File: src/rtl/ysyx_22041211_muldiv.sv
// Iterative RV32M multiply/divide unit.
// A shift-add multiplier and a restoring divider share one hi/lo register pair.
// Operands enter as magnitudes and the sign is corrected on the last iteration.
// Divide-by-zero and signed overflow resolve straight from IDLE to DONE.
module ysyx_22041211_muldiv #(
  parameter int DATA_LEN   = 32,
  parameter int REG_ADDR_W = 5
) (
  input  logic                  clk,
  input  logic                  rst,
  input  logic                  flush_i,
  input  logic                  in_valid_i,
  output logic                  in_ready_o,
  input  logic [2:0]            op_i,
  input  logic [DATA_LEN-1:0]   src1_i,
  input  logic [DATA_LEN-1:0]   src2_i,
  input  logic [REG_ADDR_W-1:0] wreg_i,
  input  logic                  wd_i,
  output logic                  out_valid_o,
  input  logic                  out_ready_i,
  output logic [DATA_LEN-1:0]   result_o,
  output logic [REG_ADDR_W-1:0] wreg_o,
  output logic                  wd_o,
  output logic                  busy_o
);

  localparam int CNT_W = $clog2(DATA_LEN);
  localparam logic [CNT_W-1:0]    LAST    = CNT_W'(DATA_LEN - 1);
  localparam logic [DATA_LEN-1:0] MOST_NEG = {1'b1, {(DATA_LEN-1){1'b0}}};

  typedef enum logic [1:0] {S_IDLE, S_CALC, S_DONE} state_t;

  // Two's-complement negation at operand/result width.
  function automatic logic [DATA_LEN-1:0] negate(input logic [DATA_LEN-1:0] v);
    return ~v + DATA_LEN'(1);
  endfunction

  // Two's-complement negation of the full double-width product.
  function automatic logic [2*DATA_LEN-1:0] negate_wide(input logic [2*DATA_LEN-1:0] v);
    return ~v + (2*DATA_LEN)'(1);
  endfunction

  state_t                r_state;
  state_t                w_state_nx;
  logic [CNT_W-1:0]      r_cnt;
  logic [DATA_LEN-1:0]   r_result;
  logic [REG_ADDR_W-1:0] r_wreg;
  logic                  r_wd;

  // Iteration datapath: hi = accumulator/remainder, lo = multiplier/quotient.
  logic [DATA_LEN-1:0]   r_hi;
  logic [DATA_LEN-1:0]   r_lo;
  logic [DATA_LEN-1:0]   r_b;
  logic                  r_is_div;
  logic                  r_hi_half;
  logic                  r_is_rem;
  logic                  r_neg_q;
  logic                  r_neg_r;

  logic                  w_accept;
  logic                  w_a_neg;
  logic                  w_b_neg;
  logic [DATA_LEN-1:0]   w_a_mag;
  logic [DATA_LEN-1:0]   w_b_mag;
  logic                  w_div_zero;
  logic                  w_div_ovf;
  logic                  w_special;
  logic [DATA_LEN-1:0]   w_special_res;
  logic [DATA_LEN:0]     w_sum;
  logic [DATA_LEN:0]     w_shift;
  logic [DATA_LEN:0]     w_diff;
  logic [DATA_LEN-1:0]   w_hi_nx;
  logic [DATA_LEN-1:0]   w_lo_nx;
  logic [2*DATA_LEN-1:0] w_prod;
  logic [DATA_LEN-1:0]   w_final;

  // A flush in the same cycle wins over the offered operation.
  assign w_accept = (r_state == S_IDLE) && in_valid_i && !flush_i;

  // Operand decode: signedness per funct3, magnitudes, and the one-cycle special cases.
  always_comb begin
    w_a_neg    = src1_i[DATA_LEN-1] &&
                 ((op_i == 3'b001) || (op_i == 3'b010) || (op_i == 3'b100) || (op_i == 3'b110));
    w_b_neg    = src2_i[DATA_LEN-1] &&
                 ((op_i == 3'b001) || (op_i == 3'b100) || (op_i == 3'b110));
    w_a_mag    = w_a_neg ? negate(src1_i) : src1_i;
    w_b_mag    = w_b_neg ? negate(src2_i) : src2_i;
    w_div_zero = op_i[2] && (src2_i == '0);
    w_div_ovf  = op_i[2] && !op_i[0] && (src1_i == MOST_NEG) && (src2_i == '1);
    w_special  = w_div_zero || w_div_ovf;
    if (w_div_zero) w_special_res = op_i[1] ? src1_i : '1;
    else            w_special_res = op_i[1] ? '0 : src1_i;
  end

  // One multiply (add-then-shift-right) or restoring-divide (shift-left-then-subtract) step.
  always_comb begin
    w_sum   = {1'b0, r_hi} + {1'b0, r_b};
    w_shift = {r_hi, r_lo[DATA_LEN-1]};
    w_diff  = w_shift - {1'b0, r_b};
    w_hi_nx = r_hi;
    w_lo_nx = r_lo;
    if (r_is_div) begin
      if (!w_diff[DATA_LEN]) begin
        w_hi_nx = w_diff[DATA_LEN-1:0];
        w_lo_nx = {r_lo[DATA_LEN-2:0], 1'b1};
      end else begin
        w_hi_nx = w_shift[DATA_LEN-1:0];
        w_lo_nx = {r_lo[DATA_LEN-2:0], 1'b0};
      end
    end else if (r_lo[0]) begin
      {w_hi_nx, w_lo_nx} = {w_sum, r_lo[DATA_LEN-1:1]};
    end else begin
      {w_hi_nx, w_lo_nx} = {1'b0, r_hi, r_lo[DATA_LEN-1:1]};
    end
  end

  // Sign correction and half selection applied to the last iteration's outcome.
  always_comb begin
    w_prod = {w_hi_nx, w_lo_nx};
    if (r_neg_q) w_prod = negate_wide(w_prod);
    if (r_is_div) begin
      if (r_is_rem) w_final = r_neg_r ? negate(w_hi_nx) : w_hi_nx;
      else          w_final = r_neg_q ? negate(w_lo_nx) : w_lo_nx;
    end else begin
      w_final = r_hi_half ? w_prod[2*DATA_LEN-1:DATA_LEN] : w_prod[DATA_LEN-1:0];
    end
  end

  // State register.
  always_ff @(posedge clk or posedge rst) begin
    if (rst) r_state <= S_IDLE;
    else     r_state <= w_state_nx;
  end

  // Next-state logic; flush returns to IDLE from anywhere.
  always_comb begin
    w_state_nx = r_state;
    case (r_state)
      S_IDLE: if (in_valid_i) w_state_nx = w_special ? S_DONE : S_CALC;
      S_CALC: if (r_cnt == LAST) w_state_nx = S_DONE;
      S_DONE: if (out_ready_i) w_state_nx = S_IDLE;
      default: w_state_nx = S_IDLE;
    endcase
    if (flush_i) w_state_nx = S_IDLE;
  end

  // Handshake and status outputs decoded from the state.
  always_comb begin
    in_ready_o  = (r_state == S_IDLE);
    out_valid_o = (r_state == S_DONE);
    busy_o      = (r_state != S_IDLE);
  end

  // Reset-visible control: iteration counter, result and destination tags.
  always_ff @(posedge clk or posedge rst) begin
    if (rst) begin
      r_cnt    <= '0;
      r_result <= '0;
      r_wreg   <= '0;
      r_wd     <= 1'b0;
    end else if (w_accept) begin
      r_cnt  <= '0;
      r_wreg <= wreg_i;
      r_wd   <= wd_i;
      if (w_special) r_result <= w_special_res;
    end else if ((r_state == S_CALC) && !flush_i) begin
      r_cnt <= r_cnt + CNT_W'(1);
      if (r_cnt == LAST) r_result <= w_final;
    end
  end

  // Iteration registers; contents are don't-care outside CALC so they carry no reset.
  always_ff @(posedge clk) begin
    if (w_accept) begin
      r_hi      <= '0;
      r_lo      <= w_a_mag;
      r_b       <= w_b_mag;
      r_is_div  <= op_i[2];
      r_hi_half <= (op_i[1:0] != 2'b00);
      r_is_rem  <= op_i[1];
      r_neg_q   <= w_a_neg ^ w_b_neg;
      r_neg_r   <= w_a_neg;
    end else if (r_state == S_CALC) begin
      r_hi <= w_hi_nx;
      r_lo <= w_lo_nx;
    end
  end

  assign result_o = r_result;
  assign wreg_o   = r_wreg;
  assign wd_o     = r_wd;

endmodule
File: config.mk
export PLATFORM = sky130hd
export DESIGN_NAME = ysyx_22041211_muldiv
export DESIGN_NICKNAME = d
export VERILOG_FILES = /design/src/rtl/ysyx_22041211_muldiv.sv
export SDC_FILE = /design/constraint.sdc
export NUM_CORES = 1
export LEC_CHECK = 0
export ABC_AREA = 1
export BUFFER_PORTS_ARGS = -buffer_cell sky130_fd_sc_hd__buf_2
export CELL_PAD_IN_SITES_DETAIL_PLACEMENT = 1
export CELL_PAD_IN_SITES_GLOBAL_PLACEMENT = 1
export CORE_MARGIN = 2
export CORE_UTILIZATION = 40
export DETAILED_ROUTE_END_ITERATION = 8
export GPL_TIMING_DRIVEN = 0
export HOLD_SLACK_MARGIN = 0.1
export PLACE_DENSITY = 0.78
export SYNTH_ARGS = -nofsm -noshare
export SYNTH_HDL_FRONTEND = slang
export SYNTH_SLANG_ARGS = --single-unit
File: constraint.sdc
create_clock -name clk -period 5.51 [get_ports clk]
set_input_delay 1.102 -clock clk [delete_from_list [all_inputs] [get_ports clk]]
set_output_delay 1.102 -clock clk [all_outputs]
set_load 0.02 [all_outputs]
---- After elaboration in Yosys (flattened, before gate mapping) ----
Cells that the tools add are included.
word-level totals
  register bits after elaboration ......... 146
  bits in latches ......................... 0
  RAM bits ................................ 0
  bits in read-only memories .............. 0
  input port bits ......................... 78
  output and inout port bits .............. 41
  memories ................................ 0
cells by class
  $add $sub $neg .......................... 8
  multipliers ............................. 0
  div/mod/pow operators ................... 0
  order comparisons ....................... 0
  eq/ne operators ......................... 13
  shifts and indexed selects .............. 0
  muxes and demuxes ....................... 31
  bitwise logic cells ..................... 6
  reductions and logical operators ........ 26
operators with widths
  kind                     number
  $mux W32                 21
  $add A32 B1 Y32 const B  4
  $not A32 Y32             4
  $add A64 B1 Y64 const B  1
  $eq A32 B32 Y1 const B   2
  $mux W64                 1
  $not A64 Y64             1
  $add A32 B32 Y33         1
  $sub A33 B32 Y33         1
  $logic_not A32 Y1        1
  $mux W2                  5
  $mux W5                  2
  $reduce_bool A2 Y1       5
  $logic_and A1 B1 Y1      9
  $eq A3 B3 Y1 const B     2
  $logic_or A1 B1 Y1       6
  $ne A3 B3 Y1 const B     2
  $pmux W2 S3              1
  $reduce_and A3 Y1        2
  $add A5 B1 Y5 const B    1
  $eq A5 B5 Y1 const B     1
  $eq A3 B1 Y1 const B     1
  $eq A3 B2 Y1 const B     1
  $ne A3 B2 Y1 const B     1
  other kinds (7)          8

---- Logic depth before layout (Yosys ltp) ----
  depth after elaboration ................. 11
  mapped depth ............................ 38

---- Least setup slack after synthesis ----
Ideal clock, no wire load.
  path kind ............................... reg-to-reg
  start ................................... register r_lo[31]
  end ..................................... register r_result[26], in the netlist result_o[26]
  setup time .............................. 0.121 ns
  arrival time ............................ 3.803 ns
  setup slack ............................. 1.586 ns
  cell stages (with the launch flop) ...... 39
  buffers on the path ..................... 1
  period minus slack after synthesis ...... 3.924 ns
  cells stage by stage .................... edfxtp_1 > inv_1 > ha_1 > inv_1 > fa_1 > nand2_1 > nand2_1 > nand3_1 > nand2_2 > nand2_2 > nand2_4 > nand2_4 > nand2_4 > nand2_4 > nand2_4 > buf_8 > nand2_2 > nand2_1 > [3 not listed] > nor2_1 > nand2_1 > nor2_2 > inv_2 > nor2_2 > nand4_2 > nor3_2 > nand3_1 > nor2_2 > nand3_1 > nand2_1 > nand2_1 > nand2_1 > nand3_1 > nand2_1 > nand2_1 > nand2_1 > a21oi_1
on the way
  cells in the longest elaborated chain, start to end .. 11
RTL lines
  item                                                       line      source
  from (decl)                                                52        logic [DATA_LEN-1:0] r_lo;
  from (signal assigned)                                     176       r_lo <= w_a_mag;
  from (signal assigned)                                     185       r_lo <= w_lo_nx;
  $sub A33 B32 Y33                                           99        w_diff = w_shift - {1'b0, r_b};
  $mux W1 / $mux W32 (equally long branches)                 103       if (!w_diff[DATA_LEN]) begin
  $mux W32                                                   102       if (r_is_div) begin
  $not A64 Y64 / $not A32 Y32 (equally long branches)        40, 35
  $add A64 B1 Y64 / $add A32 B1 Y32 (equally long branches)  40, 35
  $mux W64, or another cell as far along                     120       if (r_neg_q) w_prod = negate_wide(w_prod);
  $mux W32 (on tied branches)                                125, 122
  $mux W32 *                                                 121       if (r_is_div) begin
  $mux W32 *                                                 168       if (r_cnt == LAST) r_result <= w_final;
  $mux W32 *                                                 166       end else if ((r_state == S_CALC) && !flush_i) begin
  $mux W32 *                                                 161       end else if (w_accept) begin
  to (signal assigned)                                       165       if (w_special) r_result <= w_special_res;
  to (signal assigned)                                       168
  to (decl)                                                  46        logic [DATA_LEN-1:0] r_result;
Every way passes the cells marked *; elsewhere a longest branch is shown, timed or not. The select of a mux whose other input is x is not followed.
A chain may end at the register's enable or synchronous reset.

---- Final worst setup path ----
  start ................................... register r_lo[31]
  end ..................................... register r_result[6], in the netlist result_o[6]
Same word-level chain as after synthesis.

==> summary.md <==
| Metric | Value |
|---|---|
| Multi-input logic area | 11670 sq um |
| Initial Utilization | 40.71% |
| Fraction of layout cells with a size suffix above 1 | 12.23% |
| Hold Crit Depth | 2 |
| Global placer's final weighted congestion | 1.074 |
| H-Tree Level Count | 4 |
| Most common cell after layout, fill and taps aside | nand2_1 |
| Syn Inst Count | 2840 |
| Leakage power | 9.437 nW |
| Drt first pass iters | 6 |
| Initial antenna violation count | 4 |
| Total power | 0.01113 W |
| Crit-path max cell delay | 420 ps |
| Via/cell ratio | 5.869 |
| Die span in x | 211.3 microns |
| Root buffer cell | clkbuf_16 |
| Arr. time, crit path | 5660 ps |
| Post-synth EDFFs | 69 |
| Critical path capture point type | flop |
| Relative slew slack | 29.85% |
| Post-Layout Cell Count | 3541 |
| Mux share of post-synthesis cell area | 0.2329% |
| Status | finished clean |
| R2r endpoint | result_o[6]$_DFFE_PP0P_ |
| Hold_sp | wd_o$_DFFE_PP0P_ |
| Post-Synth XOR/XNOR Area | 5.757% |
| IO Pins | 119 |
| Worst-Skew Late Latency | 490 ps |
| Clock Skew | 12.86 ps |
| Nets@finish | 3139 |
| Slew @ Worst Pin | 1048 ps |
| DP Wirelength | 73560 microns |
| Worst path bufs/invs | 7 |
| Synth Area in Compound Gates | 17.76% |
| Die area | 44650 sq um |
| Post-synthesis sequential area ratio | 22.33% |
| Post-CTS Hold Fix Bufs | 0 |
| FF+latch count, synth | 146 |
| Clock slew at reported path FFs | 70 ps |
| Placed Area | 18500 sq um |
| Post-Synth Adder-Cell Area | 5.400% |
| Total GRT Usage | 39.55% |
| Synth-to-Final Area Change | 12.46% |
| Power Dens Cells | 575.7 nW/um^2 |
| Syn Nets | 2991 |
| Initial drt markers | 1872 |
| Vias | 20781 |
| Ys Warns | 0 |
| Worst EP required | 5880 ps |
| Final ANT Viol Nets | 0 |
| Max VDD drop | 0.0003009 V |
| Most frequent cells in the layout | nand2_1 (786), inv_1 (344), nor2_1 (296) |
| Cell depth of the worst flop-to-flop path | 31 |
| Min Tclk post-route | 5291 ps |
| Reg-to-reg slack, setup | 220 ps |
| Post-route cell area | 19330 sq um |
| Synthesized area | 17190 sq um |
| Routed WL per cell | 24.78 microns |
| Synth Area in Simple Gates | 37.85% |
| Fraction of registers with async set/reset | 30.82% |
| WS Path Type | reg -> reg |
| Residual DRC count | 0 |
| Worst hold path class | reg -> reg |
| Count of pins over their slew limit | 0 |
| Period utilisation layout | 96.03% |
| Port bufs | 118 |
| Hold Path Sink | wd_o$_DFFE_PP0P_ |
| Total Wirelength | 87760 microns |
| Worst setup SP type | flop |
| Dpl cells | 3499 |
| Core ar. | 42230 sq um |
| First-pass GRT wire length | 129900 microns |
| Largest family of logic cells by synthesized area | simple AND/OR/NAND/NOR gates |
| TritonCTS clock tree | done |
| Max Root-Sink Buffers | 2 |
| Final Hold Fails | 0 |
| CTS Sinks | 146 |
| Top Family by Delay on Critical Path | simple AND/OR/NAND/NOR gates |
| Max-Cap Viols | 0 |
| GRT overflow | 0 |
| Row count | 75 |
| Worst R2R Start | r_lo[31]$_DFFE_PP_ |
| # setup viols final | 0 |
| FMAX | 0.1890 GHz |
| Worst-path fanout max | 10 |
| Most used flip-flop cell after synthesis | edfxtp_1 |
| Largest net degree at the start of global routing | 42 |
| Unique masters post-synth | 60 |
| Filler cells | 5899 |
| CP max-delay cell | edfxtp_1 |
| Vias in the first global route | 20804 |
| Seq. cell area | 3839 sq um |
| Chip Height | 211.3 microns |
| Num CTS Buffers | 17 |
| Avg Inst Size Synth | 6.053 sq um |
| Crit-path most repeated cell | nand2_1 |
==> kinds of logic after synthesis <==
| kind of cell | after synthesis |
|---|---|
| and+or+nand+nor | 1501 |
| AOI/OAI and AO/OA | 540 |
| xor gates and xnor gates | 113 |
| buffers and inverters | 463 |
| adders and majority gates | 73 |
| DFF | 146 |
| muxes | 4 |
==> how the worst max path moves through the flow <==
stage,from,endpoint,slack (ps),depth (start not counted)
3_3_place_gp,r_lo[31]$_DFFE_PP_,result_o[30]$_DFFE_PP0P_,-250,37
2_1_floorplan,r_lo[31]$_DFFE_PP_,result_o[26]$_DFFE_PP0P_,1590,38
5_1_grt,r_lo[31]$_DFFE_PP_,result_o[12]$_DFFE_PP0P_,-30,37
3_5_place_dp,r_lo[31]$_DFFE_PP_,result_o[30]$_DFFE_PP0P_,-410,37
4_1_cts,r_b[0]$_DFFE_PP_,result_o[22]$_DFFE_PP0P_,0.9,36
6_report,r_lo[31]$_DFFE_PP_,result_o[6]$_DFFE_PP0P_,220,31
==> per-layer routing <==
metal	wire length [microns]	global-route usage, %	part of all wire [%]
met4	3750	17.14	4.3
met2	36750	59.07	42
met1	39210	54.50	45
met3	8021	9.019	9.1
met5	39	0	0.044
==> report_power, final <==
| group | internal (W) | switching, W | total (W) |
|---|---|---|---|
| combinational | 0.00217 | 0.00572 | 0.00790 |
| clock | 0.000664 | 0.000569 | 0.00123 |
| sequential | 0.00161 | 0.000386 | 0.00200 |
==> per-stage QoR <==
| step | setup TNS (ps) | hold WS (ps) | utilization (%) | setup slack [ps] |
|---|---|---|---|---|
| after floorplan | 0 | 472.5 | - | 1586 |
| after global placement | -1026 | 458.2 | 43.71 | -248.2 |
| after detailed placement | -2250 | 463.0 | 43.81 | -414.6 |
| after CTS | 0 | 481.7 | 45.37 | 0.8877 |
| after global routing | -43.62 | 513.1 | 45.78 | -32.71 |
| final | 0 | 478.5 | 45.78 | 219.0 |
==> worst min-delay path, cell delays in order (launching register included) <==
cell and delay [ps]:
dfrtp_1 340, nand2_1 60, nand2_1 50
==> final cells by class <==
type	count	share of cell area (%)
diodes	1	0.01294
plain buffers	97	2.401
clock buffers	19	2.349
clock inverters	13	0.7119
inverters	366	7.119
multi-input cells	2231	60.37
flip-flops and latches	146	19.86
well taps	539	3.488
repair buffers	129	3.695
==> cell usage after synthesis (9+ instances only) <==
library cell | instances | area share (%)
nor3_1 | 37 | 1.1
buf_2 | 21 | 0.61
xor2_1 | 77 | 3.9
or2_2 | 38 | 1.4
o31ai_1 | 10 | 0.44
nand2_2 | 30 | 1.1
a21oi_1 | 172 | 5.0
buf_1 | 11 | 0.24
nor2_1 | 299 | 6.5
dfrtp_1 | 45 | 6.6
edfxtp_1 | 69 | 12
dfxtp_1 | 32 | 3.7
a21boi_1 | 19 | 0.83
nand3_1 | 207 | 6.0
o22ai_1 | 33 | 1.2
clkbuf_1 | 54 | 1.2
ha_1 | 71 | 5.2
o21bai_1 | 15 | 0.66
inv_2 | 14 | 0.31
o211ai_1 | 21 | 0.92
nor2_2 | 20 | 0.73
o21ai_0 | 213 | 6.2
o21ai_1 | 14 | 0.41
inv_1 | 348 | 7.6
nand4_1 | 25 | 0.91
xnor2_1 | 36 | 1.8
nand3b_1 | 9 | 0.39
nand2_1 | 796 | 17
==> sequential cells by signal, indices dropped and copies added (netlist names), 2 cells and up <==
name and flops:
r_hi 32, result_o 32, r_lo 32, r_b 32, r_state 2, r_cnt 5
wreg_o 5
==> what timing repair did <==
action / in CTS / in global routing
buffers inserted: 2 / 7
pin swaps: 3 / 11
setup endpoints to repair: 12 / 16
resized for setup: 14 / 29
Power figures use the tool's default switching activity.
